`config.mk`:
```
export PLATFORM = sky130hd
export DESIGN_NAME = uart_rx_os
export DESIGN_NICKNAME = d
export VERILOG_FILES = /design/src/rtl/uart_pkg.sv /design/src/rtl/uart_baud_tick.sv /design/src/rtl/uart_rx_os.sv
export SDC_FILE = /design/constraint.sdc
export NUM_CORES = 1
export LEC_CHECK = 0
export CORE_MARGIN = 10
export CORE_UTILIZATION = 57
export CTS_CLUSTER_DIAMETER = 80
export CTS_CLUSTER_SIZE = 16
export DETAILED_ROUTE_END_ITERATION = 10
export PLACE_DENSITY = 0.89
export SLEW_MARGIN = 20
export SYNTH_ARGS = -nofsm -noshare
export SYNTH_HDL_FRONTEND = slang
export SYNTH_SLANG_ARGS = --single-unit
```
`constraint.sdc`:
```
create_clock -name clk -period 2.1 [get_ports clk]
set_input_delay 0.525 -clock clk [delete_from_list [all_inputs] [get_ports clk]]
set_output_delay 0.525 -clock clk [all_outputs]
set_load 0.01 [all_outputs]
```
`src/rtl/uart_pkg.sv`:
```
// uart_pkg: shared types and helpers for the oversampling UART.
// Used by uart_rx_os and the planned uart_tx_os.
package uart_pkg;

  typedef enum logic [2:0] {
    ST_IDLE,
    ST_START,
    ST_DATA,
    ST_PARITY,
    ST_STOP,
    ST_BREAK
  } uart_state_e;

  localparam bit PAR_EVEN = 1'b0;
  localparam bit PAR_ODD  = 1'b1;

  function automatic logic majority3(
    input logic a,
    input logic b,
    input logic c
  );
    return (a & b) | (a & c) | (b & c);
  endfunction

endpackage

```
`src/rtl/uart_baud_tick.sv`:
```
// uart_baud_tick: CLK_DIV clock divider producing a one-cycle
// sample tick, held at zero while disabled or cleared.
module uart_baud_tick #(
  parameter int CLK_DIV = 4
) (
  input  logic clk,
  input  logic reset_n,
  input  logic en_i,
  input  logic clr_i,
  output logic tick_o
);

  localparam int DW = (CLK_DIV > 1) ? $clog2(CLK_DIV) : 1;
  localparam logic [DW-1:0] LAST = DW'(CLK_DIV - 1);

  logic [DW-1:0] cnt_q, cnt_d;

  assign tick_o = en_i && !clr_i && (cnt_q == LAST);

  always_comb begin
    cnt_d = cnt_q;
    if (clr_i || !en_i) begin
      cnt_d = '0;
    end else if (cnt_q == LAST) begin
      cnt_d = '0;
    end else begin
      cnt_d = cnt_q + 1'b1;
    end
  end

  always_ff @(posedge clk or negedge reset_n) begin
    if (!reset_n) begin
      cnt_q <= '0;
    end else begin
      cnt_q <= cnt_d;
    end
  end

endmodule

```
`src/rtl/uart_rx_os.sv`:
```
// uart_rx_os: oversampling UART receiver with majority-vote sampling,
// configurable framing and a valid/ready output with error flags.
module uart_rx_os #(
  parameter int DATA_BITS  = 8,
  parameter int OVERSAMPLE = 16,
  parameter int CLK_DIV    = 4,
  parameter int PARITY_EN  = 0,
  parameter int PARITY_ODD = 0,
  parameter int STOP_BITS  = 1
) (
  input  logic                 clk,
  input  logic                 reset_n,
  input  logic                 rxd,
  output logic [DATA_BITS-1:0] rx_data,
  output logic                 rx_valid,
  input  logic                 rx_ready,
  output logic                 frame_err,
  output logic                 parity_err,
  output logic                 overrun,
  input  logic                 clr_overrun
);

  import uart_pkg::*;

  localparam int SW = $clog2(OVERSAMPLE);
  localparam int BW = $clog2(DATA_BITS + 1);
  localparam logic [SW-1:0] S_MID  = SW'(OVERSAMPLE / 2);
  localparam logic [SW-1:0] S_END  = SW'(OVERSAMPLE - 1);
  localparam logic [BW-1:0] B_LAST = BW'(DATA_BITS - 1);
  localparam logic [BW-1:0] P_LAST = BW'(STOP_BITS - 1);
  localparam logic          ODD    = (PARITY_ODD != 0);

  uart_state_e state_q, state_d;

  logic                 sync1_q, sync2_q;
  logic [SW-1:0]        s_q, s_d;
  logic [BW-1:0]        bc_q, bc_d;
  logic [1:0]           smp_q, smp_d;
  logic [DATA_BITS-1:0] sh_q, sh_d;
  logic                 pe_q, pe_d;
  logic                 fe_q, fe_d;

  logic [DATA_BITS-1:0] data_q, data_d;
  logic                 valid_q, valid_d;
  logic                 ferr_q, ferr_d;
  logic                 perr_q, perr_d;
  logic                 ovr_q, ovr_d;

  logic rxs, tick, vote, dec, ld, fe_fin, idle;

  assign rxs  = sync2_q;
  assign idle = (state_q == ST_IDLE);
  // vote over the two previous samples and the current one
  assign vote = majority3(smp_q[1], smp_q[0], rxs);

  uart_baud_tick #(
    .CLK_DIV(CLK_DIV)
  ) u_tick (
    .clk    (clk),
    .reset_n(reset_n),
    .en_i   (!idle),
    .clr_i  (idle),
    .tick_o (tick)
  );

  always_ff @(posedge clk or negedge reset_n) begin
    if (!reset_n) begin
      state_q <= ST_IDLE;
    end else begin
      state_q <= state_d;
    end
  end

  always_comb begin
    state_d = state_q;
    unique case (state_q)
      ST_IDLE:   if (!rxs) state_d = ST_START;
      ST_START:  if (dec) state_d = vote ? ST_IDLE : ST_DATA;
      ST_DATA: begin
        if (dec && bc_q == B_LAST) begin
          state_d = (PARITY_EN != 0) ? ST_PARITY : ST_STOP;
        end
      end
      ST_PARITY: if (dec) state_d = ST_STOP;
      ST_STOP: begin
        if (dec && bc_q == P_LAST) begin
          state_d = fe_fin ? ST_BREAK : ST_IDLE;
        end
      end
      ST_BREAK:  if (rxs) state_d = ST_IDLE;
      default:   state_d = ST_IDLE;
    endcase
  end

  always_comb begin
    dec    = 1'b0;
    ld     = 1'b0;
    fe_fin = fe_q | ~vote;
    unique case (1'b1)
      (state_q == ST_START): dec = tick && (s_q == S_MID);
      (state_q == ST_DATA),
      (state_q == ST_PARITY): dec = tick && (s_q == S_END);
      (state_q == ST_STOP): begin
        dec = tick && (s_q == S_END);
        ld  = dec && (bc_q == P_LAST);
      end
      default: dec = 1'b0;
    endcase
  end

  always_comb begin
    s_d   = s_q;
    bc_d  = bc_q;
    smp_d = smp_q;
    sh_d  = sh_q;
    pe_d  = pe_q;
    fe_d  = fe_q;
    if (idle || state_q == ST_BREAK) begin
      s_d   = '0;
      bc_d  = '0;
      smp_d = 2'b11;
    end else if (tick) begin
      smp_d = {smp_q[0], rxs};
      s_d   = dec ? '0 : s_q + 1'b1;
      if (dec) begin
        unique case (state_q)
          ST_START: begin
            bc_d = '0;
            pe_d = 1'b0;
            fe_d = 1'b0;
          end
          ST_DATA: begin
            sh_d = {vote, sh_q[DATA_BITS-1:1]};
            bc_d = (bc_q == B_LAST) ? '0 : bc_q + 1'b1;
          end
          ST_PARITY: pe_d = (^sh_q) ^ vote ^ ODD;
          ST_STOP: begin
            fe_d = fe_fin;
            bc_d = (bc_q == P_LAST) ? '0 : bc_q + 1'b1;
          end
          default: bc_d = bc_q;
        endcase
      end
    end
  end

  // a load in a transfer cycle replaces the word without overrun
  always_comb begin
    data_d  = data_q;
    valid_d = valid_q;
    ferr_d  = ferr_q;
    perr_d  = perr_q;
    ovr_d   = ovr_q;
    if (ld) begin
      data_d  = sh_q;
      ferr_d  = fe_fin;
      perr_d  = pe_q;
      valid_d = 1'b1;
    end else if (valid_q && rx_ready) begin
      valid_d = 1'b0;
    end
    if (ld && valid_q && !rx_ready) begin
      ovr_d = 1'b1;
    end else if (clr_overrun) begin
      ovr_d = 1'b0;
    end
  end

  always_ff @(posedge clk or negedge reset_n) begin
    if (!reset_n) begin
      sync1_q <= 1'b1;
      sync2_q <= 1'b1;
      s_q     <= '0;
      bc_q    <= '0;
      smp_q   <= 2'b11;
      sh_q    <= '0;
      pe_q    <= 1'b0;
      fe_q    <= 1'b0;
      data_q  <= '0;
      valid_q <= 1'b0;
      ferr_q  <= 1'b0;
      perr_q  <= 1'b0;
      ovr_q   <= 1'b0;
    end else begin
      sync1_q <= rxd;
      sync2_q <= sync1_q;
      s_q     <= s_d;
      bc_q    <= bc_d;
      smp_q   <= smp_d;
      sh_q    <= sh_d;
      pe_q    <= pe_d;
      fe_q    <= fe_d;
      data_q  <= data_d;
      valid_q <= valid_d;
      ferr_q  <= ferr_d;
      perr_q  <= perr_d;
      ovr_q   <= ovr_d;
    end
  end

  assign rx_data    = data_q;
  assign rx_valid   = valid_q;
  assign frame_err  = ferr_q;
  assign parity_err = perr_q;
  assign overrun    = ovr_q;

endmodule

```
### Word-level counts from Yosys, hierarchy flattened

Index checks and enable logic that the tools add are counted.

| cells by class | value |
|---|---|
| reduce and logical (&&, ||, !) cells | 28 |
| muxes and demuxes | 30 |
| add/sub/neg operators | 3 |
| bitwise operators | 9 |
| equal/unequal tests | 15 |

Operators by type and width:

| operator | count |
|---|---|
| $mux W4 | 8 |
| $mux W3 | 7 |
| $pmux W3 S6 | 1 |
| $ne A2 B2 Y1 const B | 6 |
| $pmux W4 S3 | 1 |
| $reduce_and A4 Y1 | 3 |
| $reduce_bool A2 Y1 | 6 |
| $mux W2 | 5 |
| $logic_and A1 B1 Y1 | 9 |
| $add A4 B1 Y4 const B | 2 |
| $eq A4 B4 Y1 const B | 2 |
| $reduce_xor A8 Y1 | 1 |
| $eq A3 B2 Y1 const B | 2 |
| $eq A3 B3 Y1 const B | 2 |
| $pmux W1 S2 | 3 |
| $reduce_and A6 Y1 | 1 |
| $mux W1 | 5 |
| $eq A4 B3 Y1 const B | 1 |
| $logic_not A4 Y1 | 1 |
| $reduce_bool A4 Y1 | 1 |
| $and A1 B1 Y1 | 3 |
| $eq A3 B1 Y1 const B | 1 |
| $logic_not A3 Y1 | 1 |
| $or A1 B1 Y1 | 3 |
| 8 further kinds | 10 |

| word-level totals | value |
|---|---|
| input port bits | 5 |
| output and inout bits | 12 |
| bits in registers | 39 |

### Logic depth before layout (Yosys ltp)

| logic depth | value |
|---|---|
| depth in word-level cells | 9 |
| mapped depth | 7 |
| mapped depth without buffers | 7 |

### Modules after synthesis

A second synthesis with hierarchy kept.

| unflattened totals | value |
|---|---|
| cell total of the unflattened synthesis | 196 |
| area total of the unflattened synthesis | 2067.0 µm² |

By module, submodules not included:

| module | area an instance (µm²) | cells an instance | times used |
|---|---|---|---|
| uart_rx_os | 1971.9 | 190 | 1 |
| uart_baud_tick | 95.1 | 6 | 1 |

### Least setup slack after synthesis

OpenSTA, ideal clock, no wires.

| timing path | value |
|---|---|
| kind | reg2reg |
| start | reg bc_q[0] |
| end | reg ferr_q, in the netlist frame_err |
| path slack | 203 ps |
| stages on the path, launching flop included | 7 |
| data arrival time | 1772 ps |
| data required time | 1975 ps |
| clock period less this slack | 1897 ps |
| cell sequence | dfrtp_1 -> inv_1 -> ha_1 -> or3b_4 -> or3_4 -> buf_6 -> mux2_4 |

| on the way | value |
|---|---|
| cells in the longest elaborated chain, start to end | 3 |

RTL lines:

| what | RTL line | RTL |
|---|---|---|
| start: declaration | uart_rx_os.sv:37 | `logic [BW-1:0] bc_q, bc_d;` |
| start signal: assignment | uart_rx_os.sv:174 | `bc_q <= '0;` |
| start signal: assignment | uart_rx_os.sv:188 | `bc_q <= bc_d;` |
| $logic_not A4 Y1 | uart_rx_os.sv:105 | `ld = dec && (bc_q == P_LAST);` |
| $logic_and A1 B1 Y1 | uart_rx_os.sv:105 |  |
| $mux W1 | uart_rx_os.sv:99 | `unique case (1'b1)` |
| end signal: assignment | uart_rx_os.sv:195 | `ferr_q <= ferr_d;` |
| end: declaration | uart_rx_os.sv:45 | `logic ferr_q, ferr_d;` |

No other way between the ends.
A chain may end at the register's enable or synchronous reset.

### Worst setup path after layout

Same ends and word-level chain as after synthesis.

==> results_tabular.tex <==
\begin{tabular}{lr}
\hline
Metric & Value \\
\hline
\multicolumn{2}{l}{\textbf{Synth}} \\
\quad Post-synthesis register bit count & 39 \\
\quad Post-synthesis compound-gate area fraction & 0.0875 \\
\quad Share of synthesized flip-flops with an asynchronous set or reset & 1.00 \\
\quad Syn Std Cell Area & about 2000 um2 \\
\quad Cell accounting for the most synthesized area & dfrtp\_1 \\
\quad Number of warnings reported in the yosys synthesis log & 0 \\
\quad Per-instance average area after synthesis & between 10 and 15 um2 \\
\quad Synth Flop Type & dfrtp\_1 \\
\quad Share of cell area taken by muxes after synthesis & 0.133 \\
\quad Cell count after synthesis & $\sim$170 \\
\quad Ranking of synthesized cells by area & dfrtp\_1, mux2\_4, mux2\_2 \\
\quad Post-synthesis sequential area ratio & 0.497 \\
\quad Synth Area in XOR/XNOR & 0.0488 \\
\quad Number of different library cells in the post-synthesis netlist & 46 \\
\quad Syn nets & between 150 and 200 \\
\quad Synth top area share & 0.444 \\
\quad Main combinational cell family by area after synthesis & simple AND/OR/NAND/NOR gates \\
\quad Number of synthesized flops with an enable pin & 0 \\
\quad Basic-gate share of the synthesized area counting and, or, nand and nor cells & 0.167 \\
\quad Area share of fa/ha/maj cells after synthesis & 0.0368 \\
\multicolumn{2}{l}{\textbf{GRT}} \\
\quad Number of global-route vias before repair & approximately 1,400 \\
\quad Number of antenna violations at the first check in global routing & 0 \\
\quad Gr ovfl total & 0 \\
\quad Maximum number of pins on one net before global-route repair & 27 \\
\quad GRT Util Overall & 0.128 \\
\quad Global-route wire length before repair & approximately 6500 um \\
\multicolumn{2}{l}{\textbf{CTS}} \\
\quad H-tree levels & 2 \\
\quad Post-CTS Hold Buffers & 0 \\
\quad PostCTS Resize Cnt & 0 \\
\quad Setup fix buffers added after clock tree synthesis & 0 \\
\quad CTS sink count & 39 \\
\quad Inserted Clock Buffers & 5 \\
\quad Worst-case clock buffer depth & 2 \\
\quad Clock transition time at the flip-flop clock pins of the worst setup and hold paths & roughly 0.1 ns \\
\quad Skew-Pair Late Insertion Delay & roughly 0.34 ns \\
\quad Clock root cell & clkbuf\_4 \\
\quad Clock tree from TritonCTS & yes \\
\multicolumn{2}{l}{\textbf{Layout}} \\
\quad Sequential cell area in the final layout & 981 um2 \\
\quad Number of filler cells placed in the layout & about 250 \\
\quad Number of diodes added for antenna fixing & 0 \\
\quad Area of combinational cells with multiple inputs & a little over 900 um2 \\
\quad Net count of the finished layout & between 200 and 250 \\
\quad Syn-to-layout area delta & 14.9\% \\
\quad Proportion of layout cells with a drive suffix above 1 & 0.210 \\
\multicolumn{2}{l}{\textbf{Power and ir drop}} \\
\quad Max IR drop VDD & between 300 and 400 uV \\
\quad Leakage power figure & 1.06 nW \\
\quad Total power & 1.57 mW \\
\quad P per Cell Area & just under 700 nW/um2 \\
\multicolumn{2}{l}{\textbf{Die}} \\
\quad Effective utilization at floorplan & 0.591 \\
\quad Core ar. & around 3300 um2 \\
\quad Number of I/O pins & 17 \\
\quad Die width & $\sim$79 um \\
\quad Row Count & 21 \\
\quad Die height & between 70 and 80 um \\
\quad Area of the die & about 6200 um2 \\
\multicolumn{2}{l}{\textbf{STA}} \\
\quad Min Hold Slack & between 0.07 and 0.08 ns \\
\quad Total of endpoints with negative setup slack in the final report & 0 \\
\quad Setup repair after global routing missed its margin & false \\
\quad Measured slew at the worst slew-check pin & 0.498 ns \\
\quad Slew Viols, Final & 0 \\
\quad Fin crit share & 0.936 \\
\quad Total count of hold-check failures in the final report & 0 \\
\quad Total Negative Setup Slacks & 0 ns \\
\quad Skew final & approximately 0.0053 ns \\
\quad Max Fclk & 509 MHz \\
\quad Final period demand of the worst path & $\sim$2.0 ns \\
\quad Rel. slew slack & 0.668 \\
\multicolumn{2}{l}{\textbf{Place}} \\
\quad Detail Placement HPWL & 2900 um \\
\quad Total of buffers placed on input and output ports & 16 \\
\quad Placer's final routability congestion estimate & $\sim$0.86 \\
\multicolumn{2}{l}{\textbf{Detailed routing}} \\
\quad Routed Wire Length & 3740 um \\
\quad Antenna Violating Nets Remaining & 0 \\
\quad Number of DRC markers in iteration 0 & 77 \\
\quad Vias after detailed routing & about 1,400 \\
\quad Total iterations of the first detailed-routing run & 4 \\
\quad Number of design rule violations left after detail routing & 0 \\
\quad Vias per Instance & $\sim$5.7 \\
\quad Post-DR wirelength/cell & approximately 16 um \\
\multicolumn{2}{l}{\textbf{Setup path}} \\
\quad Maximum fanout encountered on the critical timing path & 12 \\
\quad Slowest cell on the critical path & or3\_4 \\
\quad Req. time, crit path & about 2.3 ns \\
\quad Critical path start-end classification & flop to flop \\
\quad Ordered list of cells on the worst path & inv\_1 > ha\_1 > or3b\_4 > or3\_4 > mux2\_4 \\
\quad Worst Setup End Kind & flop \\
\quad Worst R2R Path Depth & 5 \\
\quad Startpoint class of the critical path & flop \\
\quad Data arrival, critical path & $\sim$2.2 ns \\
\quad Slowest cell delay on critical path & roughly 0.45 ns \\
\multicolumn{2}{l}{\textbf{Job}} \\
\quad Max-cap check violation count & 0 \\
\multicolumn{2}{l}{\textbf{Hold path}} \\
\quad Type of the worst min-delay path & input port to asynchronous set/reset pin \\
\multicolumn{2}{l}{\textbf{Status}} \\
\quad Result of the run & complete, no violations \\
\hline
\end{tabular}
-- final timing paths --
check | end | start | slack (ns)
setup reg to reg | frame_err | bc_q[0] | 0.13
min in group clk | rxs | sync1_q | 0.36
setup / recovery | frame_err | bc_q[0] | 0.13
hold reg to reg | rxs | sync1_q | 0.36
max in group asynchronous | rx_data[5] | reset_n | 1.60
hold / removal | bc_q[0] | reset_n | 0.07
-- registers in the layout, indices dropped and copies added, names as in the netlist, 2 cells and up --
register / count
state_q: 3
bc_q: 4
sh_q: 8
smp_q: 2
rx_data: 8
s_q: 4
u_tick.cnt_q: 2
-- cells in the mapped netlist, drive strengths merged, types with 2 or more instances --
cell type	instances
buf	3
mux2	18
clkbuf	3
dfrtp	35
nor3	4
mux2i	3
xnor2	7
o32a	2
nand2	15
ha	5
a21oi	4
nor2	6
xor2	4
nor2b	3
inv	7
nand3	6
nand4	3
dfstp	4
nand2b	6
nand3b	2
o211ai	2
or3	3
nor3b	3
o21ai	8
-- layout make-up --
cell class                 count  area share
timing repair buffer          22      0.0938
multi-input combinational    120       0.412
tap                           46      0.0254
clock inverter                 1     0.00221
clock buffer                   6      0.0226
sequential                    39       0.433
inverter                       7      0.0116
-- critical path, delay by kind of cell (launching register included) --
family,cells,cell delay (ns)
buffers and inverters,1,0.08
adders and majority gates,1,0.15
DFF,1,0.43
muxes,1,0.33
and+or+nand+nor,2,0.85
-- power by group --
part	switching (mW)	leakage [nW]	internal [mW]	total, mW
sequential	0.0565	0.519	0.819	0.875
clock	0.220	0.0341	0.155	0.375
combinational	0.178	0.505	0.145	0.322
-- placed cells by master (no fill, tap or decap), types with 2 or more instances in the layout --
cell / count
clkdlybuf4s50_1: 15
dfstp_2: 4
nor3b_1: 2
xnor2_1: 7
nor2b_1: 3
clkbuf_4: 5
or3_1: 2
o32a_1: 2
a21oi_1: 4
mux2i_1: 3
inv_1: 7
ha_1: 5
dfrtp_1: 35
xor2_1: 4
o21ai_0: 7
mux2_2: 10
nor3_1: 4
nand2b_1: 6
nand2_1: 15
buf_4: 5
nor2_1: 6
mux2_4: 8
nand3_1: 6
nand4_1: 3
nand3b_1: 2
-- per-stage QoR --
stage                      util  instances  setup slack [ns]  instance area [um2]
after floorplan               -        172             0.203                 1970
after global placement    0.663        234             0.211                 2210
after detailed placement  0.663        234             0.147                 2210
after CTS                 0.679        241             0.128                 2270
after global routing      0.679        241            0.0533                 2270
final                     0.679        241             0.135                 2270
-- routing by layer --
| layer | part of all wire | wire length (um) | GRT usage | vias up |
|---|---|---|---|---|
| met5 | 0 | 0 | 0 | - |
| met4 | 0.013 | 48 | 0.0376 | 0 |
| met3 | 0.053 | 199 | 0.0507 | 6 |
| met2 | 0.51 | 1890 | 0.222 | 30 |
| met1 | 0.43 | 1600 | 0.142 | 679 |
| li1 | - | - | - | 652 |
-- cell families after synthesis --
logic type,after synthesis
adder cells (fa/ha/maj),6
AND/OR/NAND/NOR,58
buffers and inverters,13
flip-flops,39
AO/OA/AOI/OAI,24
multiplexers,21
XOR/XNOR,11
Power figures use the tool's default switching activity.
